===== src/rtl/button_debounce_sync_pkg.sv =====
// Shared types and defaults for the pushbutton debouncer.
// Optional feature macro: DEBOUNCE_GLITCH_CNT_EN (abort counter).
package debounce_pkg;

    typedef enum logic [1:0] {
        LOW       = 2'd0,
        WAIT_HIGH = 2'd1,
        HIGH      = 2'd2,
        WAIT_LOW  = 2'd3
    } state_t;

    localparam int DEF_SYNC_STAGES   = 2;
    localparam int DEF_CNT_WIDTH     = 20;
    localparam int DEF_STABLE_CYCLES = 500000;
    localparam int GLITCH_W          = 8;

endpackage


===== src/rtl/button_debounce_sync_if.sv =====
// Pad-side bundle of the debouncer: raw level in, clean level out.
// Optional feature macro: DEBOUNCE_GLITCH_CNT_EN adds glitch_cnt.
interface button_debounce_sync_if;
    import debounce_pkg::*;

    logic raw_in;
    logic clean;
    logic busy;
`ifdef DEBOUNCE_GLITCH_CNT_EN
    logic [GLITCH_W-1:0] glitch_cnt;

    modport master (
        output raw_in,
        input  clean,
        input  busy,
        input  glitch_cnt
    );

    modport slave (
        input  raw_in,
        output clean,
        output busy,
        output glitch_cnt
    );
`else
    modport master (
        output raw_in,
        input  clean,
        input  busy
    );

    modport slave (
        input  raw_in,
        output clean,
        output busy
    );
`endif

endinterface


===== src/rtl/button_debounce_sync_sync_chain.sv =====
// Multi-flop synchroniser for asynchronous pad inputs.
// Clears to 0 on the asynchronous active-low reset.
module sync_chain #(
    parameter int SYNC_STAGES = 2
) (
    input  logic clk,
    input  logic reset,
    input  logic d,
    output logic q
);

    logic [SYNC_STAGES-1:0] sr;

    // Shift the pad level through the chain, oldest sample at the top.
    always_ff @(posedge clk or negedge reset) begin
        if (!reset) begin
            sr <= '0;
        end else begin
            sr <= {sr[SYNC_STAGES-2:0], d};
        end
    end

    assign q = sr[SYNC_STAGES-1];

endmodule


===== src/rtl/button_debounce_sync.sv =====
// Pushbutton conditioner: synchroniser plus stable-time qualifier FSM.
// Optional feature macro: DEBOUNCE_GLITCH_CNT_EN (saturating abort count).
module button_debounce_sync
    import debounce_pkg::*;
#(
    parameter int SYNC_STAGES   = DEF_SYNC_STAGES,
    parameter int CNT_WIDTH     = DEF_CNT_WIDTH,
    parameter int STABLE_CYCLES = DEF_STABLE_CYCLES
) (
    input  logic                  clk,
    input  logic                  reset,
    button_debounce_sync_if.slave bus
);

    localparam logic [CNT_WIDTH-1:0] LAST =
        CNT_WIDTH'(STABLE_CYCLES - 1);

    state_t               state;
    state_t               state_nx;
    logic [CNT_WIDTH-1:0] cnt;
    logic [CNT_WIDTH-1:0] cnt_nx;
    logic                 sync_in;

    sync_chain #(
        .SYNC_STAGES (SYNC_STAGES)
    ) u_sync (
        .clk   (clk),
        .reset (reset),
        .d     (bus.raw_in),
        .q     (sync_in)
    );

    // State and stability counter registers.
    always_ff @(posedge clk or negedge reset) begin
        if (!reset) begin
            state <= LOW;
            cnt   <= '0;
        end else begin
            state <= state_nx;
            cnt   <= cnt_nx;
        end
    end

    // Qualify each level change; any disagreement during a wait aborts it.
    always_comb begin
        state_nx = state;
        cnt_nx   = cnt;
        case (state)
            LOW: begin
                if (sync_in) begin
                    state_nx = WAIT_HIGH;
                    cnt_nx   = '0;
                end
            end
            WAIT_HIGH: begin
                if (!sync_in) begin
                    state_nx = LOW;
                    cnt_nx   = '0;
                end else if (cnt == LAST) begin
                    state_nx = HIGH;
                    cnt_nx   = '0;
                end else begin
                    cnt_nx = cnt + CNT_WIDTH'(1);
                end
            end
            HIGH: begin
                if (!sync_in) begin
                    state_nx = WAIT_LOW;
                    cnt_nx   = '0;
                end
            end
            WAIT_LOW: begin
                if (sync_in) begin
                    state_nx = HIGH;
                    cnt_nx   = '0;
                end else if (cnt == LAST) begin
                    state_nx = LOW;
                    cnt_nx   = '0;
                end else begin
                    cnt_nx = cnt + CNT_WIDTH'(1);
                end
            end
            default: begin
                state_nx = LOW;
                cnt_nx   = '0;
            end
        endcase
    end

    // The encoding puts clean in bit 1 and busy in bit 0, so both
    // outputs come straight off state flops and cannot glitch.
    assign bus.clean = state[1];
    assign bus.busy  = state[0];

`ifdef DEBOUNCE_GLITCH_CNT_EN
    logic                abort;
    logic [GLITCH_W-1:0] glitch_q;

    assign abort = ((state == WAIT_HIGH) && !sync_in) ||
                   ((state == WAIT_LOW)  &&  sync_in);

    // Count aborted qualifications, holding at the top value.
    always_ff @(posedge clk or negedge reset) begin
        if (!reset) begin
            glitch_q <= '0;
        end else if (abort && (glitch_q != '1)) begin
            glitch_q <= glitch_q + GLITCH_W'(1);
        end
    end

    assign bus.glitch_cnt = glitch_q;
`endif

endmodule


===== src/flat_wrapper.sv =====
// flat-port wrapper written by rule: the top's interface ports become plain ports
module button_debounce_sync_flat import debounce_pkg::*;
#(
    parameter int SYNC_STAGES   = DEF_SYNC_STAGES,
    parameter int CNT_WIDTH     = DEF_CNT_WIDTH,
    parameter int STABLE_CYCLES = DEF_STABLE_CYCLES
)
  (clk, reset, bus_raw_in, bus_clean, bus_busy);
  button_debounce_sync_if bus_i ();
  input  logic clk;
  input  logic reset;
  input wire logic [$bits(bus_i.raw_in)-1:0] bus_raw_in;
  output wire logic [$bits(bus_i.clean)-1:0] bus_clean;
  output wire logic [$bits(bus_i.busy)-1:0] bus_busy;
  assign bus_i.raw_in = bus_raw_in;
  assign bus_clean = bus_i.clean;
  assign bus_busy = bus_i.busy;
  button_debounce_sync #(.SYNC_STAGES(SYNC_STAGES), .CNT_WIDTH(CNT_WIDTH), .STABLE_CYCLES(STABLE_CYCLES)) u_core (.clk(clk), .reset(reset), .bus(bus_i));
endmodule

===== config.mk =====
export PLATFORM = sky130hd
export DESIGN_NAME = button_debounce_sync_flat
export DESIGN_NICKNAME = d
export VERILOG_FILES = /design/src/rtl/button_debounce_sync_pkg.sv /design/src/rtl/button_debounce_sync_if.sv /design/src/rtl/button_debounce_sync_sync_chain.sv /design/src/rtl/button_debounce_sync.sv /design/src/flat_wrapper.sv
export SDC_FILE = /design/constraint.sdc
export NUM_CORES = 1
export LEC_CHECK = 0
export CAP_MARGIN = 20
export CORE_ASPECT_RATIO = 1.75
export CORE_UTILIZATION = 40
export CTS_BUF_LIST = sky130_fd_sc_hd__clkbuf_8
export CTS_CLUSTER_SIZE = 28
export DETAILED_ROUTE_END_ITERATION = 8
export GPL_TIMING_DRIVEN = 0
export REMOVE_ABC_BUFFERS = 1
export SYNTH_ARGS = -nofsm -noshare
export SYNTH_HDL_FRONTEND = slang
export SYNTH_SLANG_ARGS = --single-unit
export TNS_END_PERCENT = 30

===== constraint.sdc =====
create_clock -name clk -period 5.9 [get_ports clk]
set_clock_uncertainty 0.15 [all_clocks]
set_input_delay 1.18 -clock clk [delete_from_list [all_inputs] [get_ports clk]]
set_output_delay 1.18 -clock clk [all_outputs]
set_load 0.01 [all_outputs]

==> results of run 1 <==
[routing by layer]
metal  up-vias  share of wire, %
met4         0               3.1
met2         9                51
li1        498                 -
met3         6               1.5
met5         -                 0
met1       501                45
[worst max path at each step]
| stage | from | endpoint | slack [ps] | cells after the start |
|---|---|---|---|---|
| floorplan | u_core.cnt[9]$_DFFE_PN0P_ | flip-flop | 3660 | 5 |
| global placement | reset | u_core.cnt[7]$_DFFE_PN0P_ | 3240 | 1 |
| detailed placement | reset | u_core.cnt[6]$_DFFE_PN0P_ | 3220 | 1 |
| CTS | u_core.state[0]$_DFFE_PN0P_ | bus_busy | 3320 | 1 |
| global route | u_core.cnt[9]$_DFFE_PN0P_ | flip-flop | 3270 | 5 |
| finish | u_core.state[0]$_DFFE_PN0P_ | bus_busy | 3330 | 1 |
[Yosys cell counts]
library cell and count:
nand4_1 5, a22o_1 1, a31oi_1 13, and3_1 5, or2_2 1, buf_2 2, nor4_4 1, and4_1 1
a41oi_1 3, o21ai_0 3, and4b_1 1, and2_1 2, a221o_1 1, o31ai_1 1, clkbuf_1 3, nor2b_1 1
ha_1 1, a31oi_4 1, buf_6 1, or4b_1 1, nand2_1 13, nand3_2 1, nor2_1 7, nor3_2 1
a21oi_1 13, nand2b_1 4, nand3_1 9, mux2i_1 4, dfrtp_1 24, xor2_1 1, mux2_2 2, nor4_2 1
nor3_1 2
[logic make-up after synthesis]
group | share of synthesized area [%]
XOR/XNOR | 0.686
AND/OR/NAND/NOR | 25.5
AO/OA/AOI/OAI | 18.4
buffers and inverters | 2.55
multiplexers | 4.90
flip-flops | 47.0
adder cells (fa/ha/maj) | 0.979
[registers in the layout (all words and copies together), names as in the netlist, named ones only]
signal            count
u_core.state          1
u_core.cnt           20
u_core.u_sync.sr      2
[power by group through the flow]
stage | logic [mW] | registers [mW] | clock network, mW
3_3_place_gp | 0.161 | 0.201 | 0
2_1_floorplan | 0.113 | 0.202 | 0
3_5_place_dp | 0.167 | 0.202 | 0
4_1_cts | 0.168 | 0.199 | 0.148
5_1_grt | 0.190 | 0.202 | 0.153
6_report | 0.170 | 0.199 | 0.144
[layout by cell type (no fill, tap or decap), types with 2 or more instances in the layout]
cell type and count:
clkbuf_8 3, nand4_1 5, nor2_1 7, a21oi_1 13, nand2b_1 4, a41oi_1 3, clkdlybuf4s50_1 4, a31oi_1 13
o21ai_0 3, mux2i_1 4, dfrtp_1 24, nand3_1 9, nor3_1 2, mux2_2 2, and2_1 2, nand2_1 13
and3_1 5
[final cells by class]
| cell class | instances | area share [%] |
|---|---|---|
| clock buffer | 3 | 2.90 |
| clock inverter | 1 | 2.11 |
| multi-input combinational | 100 | 45.3 |
| sequential | 24 | 42.2 |
| tap | 42 | 3.69 |
| timing repair buffer | 5 | 3.87 |
[through the flow]
step | setup slack, ps | cell area, sq um | cells | util [%] | power (mW)
2_1_floorplan | 3660 | 1240 | 124 | - | 0.315
3_3_place_gp | 3240 | 1340 | 170 | 44.7 | 0.362
3_5_place_dp | 3220 | 1340 | 170 | 44.7 | 0.369
4_1_cts | 3320 | 1410 | 174 | 47.1 | 0.515
5_1_grt | 3270 | 1420 | 175 | 47.6 | 0.545
6_report | 3330 | 1420 | 175 | 47.6 | 0.513
[worst reg2reg max path: stages (launching register included)]
cell and delay (ps):
dfrtp_1 440, or4b_1 590, nor3_2 190, a31oi_4 380, nor2b_1 300, mux2_2 360
==> flow_summary.yaml, run 1 <==
outcome:
  status: "finished clean"
setup_path:
  setup.worst_path.start_class: "flip-flop"
  path_max_fanout: 6
  crit_path_top_delay_cell: "clkdlybuf4s50_1"
  max_stage_delay_ps: 560
  cp.required_ps: 4570
  arrival_ps: 1240
  cp.buffers_inverters: 1
  rr_worst_depth: 5
  path_cells: "clkdlybuf4s50_1"
  endpoint_kind: "output pin"
  critPathTopFamily: "buffers and inverters"
  r2r-start: "u_core.cnt[9]$_DFFE_PN0P_"
  setup.worst_path.class: "flip-flop to output pin"
  rrSetupSlack_ps: 3390
flow_run:
  max-cap-violations: 0
route:
  drt_iter0_drc: 39
  vias: 1014
  post_drt_wl_per_cell_um: 15.2
  drc: 0
  routed_wl_um: 2660
  drt_pass1_iterations: 4
  drt.antenna.violating_nets: 0
  via_per_inst: 5.79
clock_tree:
  cts_hold_buf: 0
  htreeDepth: 1
  cts_buffers: 3
  cts_buffer_depth: 2
  cts.sinks: 24
  ctsResizeCount: 0
  cts_root_buf: "clkbuf_8"
  post_cts_buffers: 0
  clk_latency_ps: 260
  cts_tree: "yes"
  clk_pin_slew_worst_paths_ps: 90
global_routing:
  grtUsageMet3_pct: 2.12
  antenna_found_initial: 0
  grt_pass1_wl_um: 4570
  globalRouteTotalUtil_pct: 17.3
  grt_pass1_vias: 994
  grt_overflow: 0
  use_met2_pct: 27.5
  grt_max_degree: 38
  grt-busiest-layer: "met2"
  grt_util_met1_pct: 22.7
synthesis:
  synthTopCellsByArea: "dfrtp_1 (47%), a31oi_1 (6.4%), a21oi_1 (5.1%)"
  yosysSeqAreaShare_pct: 47.0
  ys_seq_elements: 24
  synth_area_sq_um: 1280
  synth_top_area_cell: "dfrtp_1"
  syn-mean-instance-area_sq_um: 9.83
  synthCells: 130
  yosysWarnings: 0
  synthDistinctLibCells: 33
  synth_top_area_share_pct: 47.0
die:
  core_sq_um: 2990
  die_area_sq_um: 3430
  initial_core_util_pct: 42.7
  num_rows: 26
  die-width_um: 44.7
  die_h_um: 76.8
  io_pins: 5
place:
  place.gp.congestion: 0.702
  port_buffers: 4
  dp_hpwl_um: 1760
power:
  p_seq_share_pct: 38.8
  p_per_area_nw_per_um2: 360
  internal-power_mw: 0.333
  switchingPower_mw: 0.179
  ir_drop_uv: 217
  leakage_nw: 0.577
  p_sw_share_pct: 35.0
  comb_power_share_pct: 33.2
  clockPowerShare_pct: 28.1
min_path:
  whs_path_depth: 0
  hold_end: "u_core.u_sync.sr[1]$_DFF_PN0_"
  min_path_type: "flip-flop to flip-flop"
  min_from: "u_core.u_sync.sr[0]$_DFF_PN0_"
layout:
  register_area_sq_um: 601
  diodes: 0
  areaGrowthSynthToFinish_pct: 11.5
  drive_above_1_share_pct: 9.77
  multi_input_area_sq_um: 644
  fillers: 301
  nets: 138
timing:
  whs_ps: 225
  setup-violations-final: 0
  drv_slew: 0
  post-route-period-util_pct: 43.6
  worstMarginPinSlew_ps: 912
  hold_viol: 0
  timing.fmax_mhz: 389
  slew_headroom_pct: 39.2
  rsz0062_at_grt: "no"
  period_needed_ps: 2570
  setup_tns_ps: 0
(Power assumes the default switching activity.)
==> run 2, diff against run 1 <==
==> constraint.sdc (replaced) <==
create_clock -name clk -period 2.42 [get_ports clk]
set_clock_uncertainty 0.15 [all_clocks]
set_input_delay 0.484 -clock clk [delete_from_list [all_inputs] [get_ports clk]]
set_output_delay 0.484 -clock clk [all_outputs]
set_load 0.01 [all_outputs]
==> flow_summary.yaml, run 2 (synthesis results as in run 1) <==
outcome:
  status: "finished clean"
place:
  place.gp.congestion: 0.702
  dp_hpwl_um: 1760
  port_buffers: 4
  dp.cells: 170
  preCtsSetupSlack_ps: -80.3
setup_path:
  endpoint_kind: "flip-flop"
  setup.worst_path.class: "flip-flop to flip-flop"
  cp.required_ps: 2430
  path_max_fanout: 6
  arrival_ps: 2270
  setup.worst_path.start_class: "flip-flop"
die:
  num_rows: 26
  initial_core_util_pct: 42.7
  io_pins: 5
  die_h_um: 76.8
  core_sq_um: 2990
  die-width_um: 44.7
  die_area_sq_um: 3430
layout:
  top_register: "u_core.cnt"
  register_area_sq_um: 601
  fillers: 298
  final_cell_mix: "dfrtp_1 (24), nand2_1 (13), a21oi_1 (13), a31oi_1 (13), nand3_1 (9)"
  areaGrowthSynthToFinish_pct: 14.6
  final_common_cell: "dfrtp_1"
  nets: 140
  drive_above_1_share_pct: 11.9
  largestRegisters: "u_core.cnt: 20 flops, u_core.u_sync.sr: 2 flops, u_core.state: 1 flops"
  final_cells: 177
  largest_reg_flops: 20
  multi_input_area_sq_um: 677
  diodes: 0
clock_tree:
  clk_latency_ps: 270
  cts_tree: "yes"
  cts_buffers: 3
  cts_root_buf: "clkbuf_8"
  cts_hold_buf: 0
  htreeDepth: 1
  clk_pin_slew_worst_paths_ps: 90
  cts.sinks: 24
  cts_buffer_depth: 2
global_routing:
  antenna_found_initial: 0
  grt_max_degree: 25
  grt_pass1_wl_um: 4820
  globalRouteTotalUtil_pct: 18.5
  grt_pass1_vias: 1037
  grt_overflow: 0
power:
  ir_drop_uv: 530
  p_per_area_nw_per_um2: 883
  leakage_nw: 0.580
route:
  drt.antenna.violating_nets: 0
  post_drt_wl_per_cell_um: 16.3
  drt_pass1_iterations: 4
  via_per_inst: 6.02
  drc: 0
  vias: 1066
  routed_wl_um: 2880
  drt_iter0_drc: 92
timing:
  worst_slack_ps: 166
  timing.fmax_mhz: 444
  post-route-period-util_pct: 93.1
  worstMarginPinSlew_ps: 738
  period_needed_ps: 2250
  drv_slew: 0
  setup_tns_ps: 0
  slew_headroom_pct: 50.6
  hold_viol: 0
  setup-violations-final: 0
flow_run:
  max-cap-violations: 0
min_path:
  min_path_type: "flip-flop to flip-flop"
[run 2: changes by cell type in the layout (fill, tap and decap cells not counted), sizes merged]
cell | before | now
a31oi | 14 | 15
buf | 1 | 2
[run 2: worst max-delay path: stages (launching register included)]
cell,delay [ps]
dfrtp_1,430
or4b_1,630
nor3_4,260
a31oi_4,150
nor2b_1,180
mux2_2,350
[run 2: what timing repair did]
action,4_1_cts,5_1_grt
pin swaps,1,0
gates resized for setup,0,3
endpoints found under the setup margin,2,8
buffers inserted,1,0
gates cloned,1,0
[run 2: routing by layer]
layer,track usage [%],part of all wire [%]
met5,0,0
met4,8.79,1.2
met3,2.12,2.0
met2,30.6,55
met1,23.0,42
[run 2: area by class of cell]
cell class	count	area share (%)
repair buffers	6	4.27
well taps	42	3.59
clock buffers	3	2.82
clock inverters	1	2.05
multi-input cells	101	46.2
flip-flops and latches	24	41.0
[run 2: per-stage QoR]
step                      cell area [sq um]  hold WS [ps]  total power [mW]  util (%)
after global routing                   1460           245              1.37      48.9
after detailed placement               1340           193             0.900      44.7
after global placement                 1340           193             0.882      44.7
final                                  1460           227              1.29      48.9
after CTS                              1430           227              1.28      47.7
after floorplan                        1240          38.4             0.769         -
[run 2: report_power, final]
group	switching, mW	internal (mW)	total [mW]	leakage, nW
sequential	0.0433	0.441	0.485	0.325
combinational	0.285	0.169	0.453	0.220
clock	0.133	0.221	0.355	0.0357
total	0.461	0.831	1.29	0.580
[run 2: path summary, 6_finish.rpt]
kind	start	to	cells after the start	slack (ps)
worst max-delay path	u_core.cnt[9]$_DFFE_PN0P_	flip-flop	5	170
worst min-delay path	u_core.u_sync.sr[0]$_DFF_PN0_	u_core.u_sync.sr[1]$_DFF_PN0_	0	230
worst max register to register	u_core.cnt[9]$_DFFE_PN0P_	flip-flop	5	170
worst min register to register	u_core.u_sync.sr[0]$_DFF_PN0_	u_core.u_sync.sr[1]$_DFF_PN0_	0	230
max in group asynchronous	reset	u_core.cnt[6]$_DFFE_PN0P_	2	1220
min in group asynchronous	reset	u_core.cnt[13]$_DFFE_PN0P_	1	410
